## src/rtl/fft_frame_sequencer.sv

```systemverilog
// rtl/fft_frame_sequencer.sv - frame admission, credit gating and output annotation around a 64-point SDF FFT
module fft_frame_sequencer #(
  parameter int N       = 64,
  parameter int LOG2N   = 6,
  parameter int WIDTH   = 16,
  parameter int CREDITS = 2
) (
  input  logic             clock,
  input  logic             reset,
  input  logic             enable,
  input  logic             s_valid,
  output logic             s_ready,
  input  logic [WIDTH-1:0] s_data_r,
  input  logic [WIDTH-1:0] s_data_i,
  output logic             fft_en,
  output logic [WIDTH-1:0] fft_r,
  output logic [WIDTH-1:0] fft_i,
  input  logic             fft_oen,
  input  logic [WIDTH-1:0] fft_or,
  input  logic [WIDTH-1:0] fft_oi,
  output logic             m_valid,
  output logic [WIDTH-1:0] m_data_r,
  output logic [WIDTH-1:0] m_data_i,
  output logic [LOG2N-1:0] m_bin,
  output logic             m_first,
  output logic             m_last,
  output logic [7:0]       m_frame,
  input  logic             credit_ret,
  output logic [3:0]       credits,
  output logic             busy,
  output logic [1:0]       err
);

  typedef enum logic {IDLE, RUN} state_t;

  state_t           state, state_nx;
  logic [LOG2N-1:0] in_idx, in_idx_nx;
  logic [LOG2N-1:0] out_idx;
  logic [LOG2N-1:0] out_idx_rev;
  logic [7:0]       inflight;
  logic [3:0]       credit_cnt;
  logic             accept;
  logic             start;
  logic             in_last;
  logic             out_last;
  logic             out_dec;

  // Outside a frame, a new start needs both permission and a free downstream slot.
  assign s_ready  = (state == RUN) || (enable && (credit_cnt != 4'd0));
  assign accept   = s_valid && s_ready;
  assign start    = accept && (state == IDLE);
  assign in_last  = accept && ((state == RUN) ? (in_idx == LOG2N'(N - 1)) : (N == 1));
  assign out_last = fft_oen && (out_idx == LOG2N'(N - 1));
  // An orphan last sample must not underflow the in-flight count.
  assign out_dec  = out_last && (inflight != 8'd0);
  assign credits  = credit_cnt;
  assign busy     = (state == RUN) || (inflight != 8'd0);

  genvar b;
  for (b = 0; b < LOG2N; b++) begin : g_rev
    assign out_idx_rev[b] = out_idx[LOG2N-1-b];
  end

  // Next-state and input index: a frame runs until sample N-1 is accepted, gaps allowed.
  always_comb begin
    state_nx  = state;
    in_idx_nx = in_idx;
    if (accept) begin
      if (in_last) begin
        state_nx  = IDLE;
        in_idx_nx = '0;
      end else begin
        state_nx  = RUN;
        in_idx_nx = in_idx + LOG2N'(1);
      end
    end
  end

  // State register and input sample index.
  always_ff @(posedge clock) begin
    if (reset) begin
      state  <= IDLE;
      in_idx <= '0;
    end else begin
      state  <= state_nx;
      in_idx <= in_idx_nx;
    end
  end

  // Credit and in-flight bookkeeping, plus sticky error flags.
  always_ff @(posedge clock) begin
    if (reset) begin
      credit_cnt <= 4'(CREDITS);
      inflight   <= 8'd0;
      err        <= 2'b00;
    end else begin
      if (credit_ret && !start) begin
        if (credit_cnt == 4'(CREDITS)) err[1] <= 1'b1;
        else                           credit_cnt <= credit_cnt + 4'd1;
      end else if (start && !credit_ret) begin
        credit_cnt <= credit_cnt - 4'd1;
      end
      case ({start, out_dec})
        2'b10:   inflight <= inflight + 8'd1;
        2'b01:   inflight <= inflight - 8'd1;
        default: inflight <= inflight;
      endcase
      if (fft_oen && (inflight == 8'd0)) err[0] <= 1'b1;
    end
  end

  // FFT input register: strobe follows accept, data holds between accepts.
  always_ff @(posedge clock) begin
    if (reset) begin
      fft_en <= 1'b0;
      fft_r  <= '0;
      fft_i  <= '0;
    end else begin
      fft_en <= accept;
      if (accept) begin
        fft_r <= s_data_r;
        fft_i <= s_data_i;
      end
    end
  end

  // Output register: annotate each FFT output with its bin, frame markers and frame number.
  always_ff @(posedge clock) begin
    if (reset) begin
      m_valid  <= 1'b0;
      m_data_r <= '0;
      m_data_i <= '0;
      m_bin    <= '0;
      m_first  <= 1'b0;
      m_last   <= 1'b0;
      m_frame  <= 8'd0;
      out_idx  <= '0;
    end else begin
      m_valid <= fft_oen;
      if (fft_oen) begin
        m_data_r <= fft_or;
        m_data_i <= fft_oi;
        m_bin    <= out_idx_rev;
        m_first  <= (out_idx == '0);
        m_last   <= out_last;
        out_idx  <= out_last ? '0 : out_idx + LOG2N'(1);
      end
      if (m_valid && m_last) m_frame <= m_frame + 8'd1;
    end
  end

endmodule

```

## config.mk

```make
export PLATFORM = sky130hd
export DESIGN_NAME = fft_frame_sequencer
export DESIGN_NICKNAME = d
export VERILOG_FILES = /design/src/rtl/fft_frame_sequencer.sv
export SDC_FILE = /design/constraint.sdc
export NUM_CORES = 1
export LEC_CHECK = 0
export ABC_AREA = 1
export CORE_MARGIN = 8
export CORE_UTILIZATION = 30
export CTS_BUF_LIST = sky130_fd_sc_hd__clkbuf_4 sky130_fd_sc_hd__clkbuf_8
export CTS_CLUSTER_DIAMETER = 50
export CTS_CLUSTER_SIZE = 20
export DETAILED_ROUTE_END_ITERATION = 10
export HOLD_SLACK_MARGIN = 0.12
export PLACE_DENSITY = 0.68
export SLEW_MARGIN = 10
export SYNTH_ARGS = -nofsm -noshare
export SYNTH_HDL_FRONTEND = slang
export SYNTH_SLANG_ARGS = --single-unit
export TNS_END_PERCENT = 50
```

## constraint.sdc

```tcl
create_clock -name clock -period 3.1 [get_ports clock]
set_input_delay 0.775 -clock clock [delete_from_list [all_inputs] [get_ports clock]]
set_output_delay 0.775 -clock clock [all_outputs]
set_load 0.01 [all_outputs]
```

==> metrics.yaml <==
run_status:
  status: "completed"
timing:
  hold_viol: 0
  rsz0062_at_grt: "no"
  fmaxAchievable_ghz: 0.3578
  period_share_pct: 90.16
  skew_ns: 0.01784
  max-slew-margin-rel_pct: 72.23
  setup_viol: 0
  setup_tns_ns: 0
  tightestPinTransition_ns: 0.4166
  min_period_ns: 2.795
  finalMaxSlewViolations: 0
  timing.hold.ws_ns: 0.4638
logic_synthesis:
  synthesis.area_sq_mm: 0.004536
  ys_warn_count: 0
  synth_cell_types: 33
  synth_nets: 699
  ys_seq_elements: 109
  synth-adder-area-share_pct: 2.924
  synth_top_area_share_pct: 48.11
  synthArstFlopShare_pct: 0
  muxShareOfSynthArea_pct: 0
  synth-edff-count: 0
  synth_area_per_cell_sq_um: 7.327
  yosys_most_used_dff: "dfxtp_1"
  synth_top_family_by_area: "simple AND/OR/NAND/NOR gates"
  syn_inst: 619
  yosysSeqAreaShare_pct: 48.11
  synth_compound_area_share_pct: 13.85
  ys_top_cells_by_area: "dfxtp_1 48%, nor2_1 13%, o21ai_0 8.7%, nand2_1 6.7%, inv_1 4.1%"
  synth_top_area_cell: "dfxtp_1"
  yosys.area_share.simple_pct: 26.10
  synth-xor-area-share_pct: 1.352
power_and_ir_drop:
  p_leak_nw: 2.735
  power_density_mw_per_mm2: 527.0
  ir_drop_mv: 0.2544
  total_power_mw: 3.456
route:
  firstDrtPassIters: 4
  drt_iter0_drc: 281
  vias: 4324
  post-route-drc-count: 0
  dr_wl_met2_mm: 5.793
  routed_wl_mm: 13.08
  wl_per_cell_um: 13.53
  top_layer: "met4"
  met3_length_mm: 1.475
  wl_met1_mm: 5.666
  postRouteAntennaNets: 0
  vias_per_cell: 4.472
clock_tree:
  clk_pin_slew_ns: 0.09
  clockBufferDepth: 2
  clk_latency_ns: 0.38
  cts_tree: "built"
  cts-root-buf: "clkbuf_8"
  post_cts_resize_count: 0
  cts_setup_buffers: 0
  cts_max_level: 3
  numClockSinks: 109
  numCtsBuffers: 9
  hold_buffers: 0
worst_setup_path:
  critPathBufInv: 3
  worstPathMaxFanout: 3
  slowest_delay_ns: 0.47
  critPathArrivalTime_ns: 3.06
  crit_path_cell_trace: "clkdlybuf4s50_1 -> nand3_1 -> nor3_1 -> nand2_1 -> nor2_1 -> ha_1 -> nand2_1 -> nand2_1 -> inv_1 -> ha_1 -> o21bai_1 -> nand3_1 -> nand3_1 -> nand2_1 -> nand3_1 -> nand2_1 -> inv_1"
  r2r_slack_ns: 0.57
  path_class: "in2reg"
  worstPathRequired_ns: 3.37
  critical_path.top_delay_family: "simple AND/OR/NAND/NOR gates"
  critPathLaunchType: "primary input"
  critPathCaptureType: "register"
  cpMostUsedCell: "nand2_1"
  cp_slowest_cell: "clkdlybuf4s50_1"
global_routing:
  antenna_found_initial: 0
  grt.total_usage_pct: 13.66
  grt_max_degree: 48
  overflow: 0
  grt_pass1_vias: 4191
  grt_pass1_wl_mm: 21.45
die:
  ios: 160
  die_area_sq_mm: 0.01931
  rows: 45
  fp.dieW_um: 139.0
  initial_core_util_pct: 30.28
  core_sq_mm: 0.01498
  dieHeight_um: 139.0
layout:
  antenna_cells: 0
  area_delta_synth_final_pct: 44.58
  fillCellCount: 1558
  layout.nets: 855
  multi_input_area_sq_mm: 0.002006
  drive_gt1_share_pct: 5.263
  final_area_sq_mm: 0.006558
  ff_latch_area_sq_mm: 0.002182
placement:
  dp_hpwl_mm: 9.431
  placed_cell_area_sq_mm: 0.006342
  place.gp.congestion: 0.8613
  io_buffer_count: 159
worst_hold_path:
  hp-class: "reg2reg"
run:
  maxCapViolations: 0
-- kinds of logic after synthesis --
| family | after synthesis |
|---|---|
| flip-flops | 109 |
| buffers and inverters | 82 |
| AO/OA/AOI/OAI | 120 |
| adder cells (fa/ha/maj) | 10 |
| XOR/XNOR | 7 |
| AND/OR/NAND/NOR | 291 |
-- sequential cells by signal, indices dropped and copies added, names as in the netlist, 2 cells and up --
signal / count
m_data_r: 16
m_bin: 6
fft_r: 16
err: 2
credits: 4
out_idx: 6
m_frame: 8
inflight: 8
fft_i: 16
m_data_i: 16
in_idx: 6
-- per-layer routing --
metal	GRT usage (%)	vias up
met5	0	-
met4	3.986	0
met3	7.883	13
met2	21.85	118
met1	15.13	1906
li1	-	2287
-- per-stage QoR --
stage	utilization, %	std cells	setup slack, ns
final	43.78	967	0.3049
after global routing	43.78	967	0.08558
after CTS	43.78	967	0.3422
after detailed placement	42.35	952	-0.05171
after global placement	42.35	952	0.02243
after floorplan	-	619	0.3252
-- worst register-to-register path: cells and delay by family, from the launching register on --
family | cells | cell delay, ns
AND/OR/NAND/NOR | 11 | 1.14
adder cells (fa/ha/maj) | 3 | 0.59
flip-flops | 1 | 0.41
AO/OA/AOI/OAI | 1 | 0.20
buffers and inverters | 2 | 0.09
-- layout by cell type (no fill, tap or decap), types with 2 or more instances in the layout --
cell type        count
buf_4               15
inv_2                3
o21ai_0             79
nand4_1             10
nor2_1             163
and3_1               2
inv_1               49
ha_1                 9
clkbuf_8             9
a21oi_1             32
bufinv_16            2
nand2_1             81
o21bai_1             2
nor3_1               5
dfxtp_1            109
xor2_1               6
clkbuf_4             3
clkdlybuf4s50_1    159
nand3_1             21
nand2_2              4
-- synthesized netlist by cell type, drive strengths merged (2+ instances only) --
cell type	number
and3	2
nand3	22
nand4	10
inv	52
xor2	6
o21bai	3
ha	9
nand2	85
nor3	5
clkbuf	19
dfxtp	109
buf	11
o21ai	80
a21oi	32
nor2	164
-- cell type report --
cell class	instances	area share [%]
multi-input cells	428	30.59
clock buffers	12	2.232
flip-flops and latches	109	33.28
inverters	52	2.977
clock inverters	3	1.049
repair buffers	175	26.29
well taps	188	3.587
-- worst paths after layout --
check,startpoint,end,cells past startpoint
min,m_bin[5],m_bin[5],2
max,fft_oen,inflight[6],17
min reg2reg,m_bin[5],m_bin[5],2
max reg2reg,out_idx[0],inflight[6],17
-- where the power goes --
part | switching (mW) | internal (mW) | total (mW)
combinational | 0.434 | 0.445 | 0.879
sequential | 0.0910 | 1.53 | 1.63
clock | 0.469 | 0.482 | 0.951
Note: power is estimated with default switching activity, not from simulation.
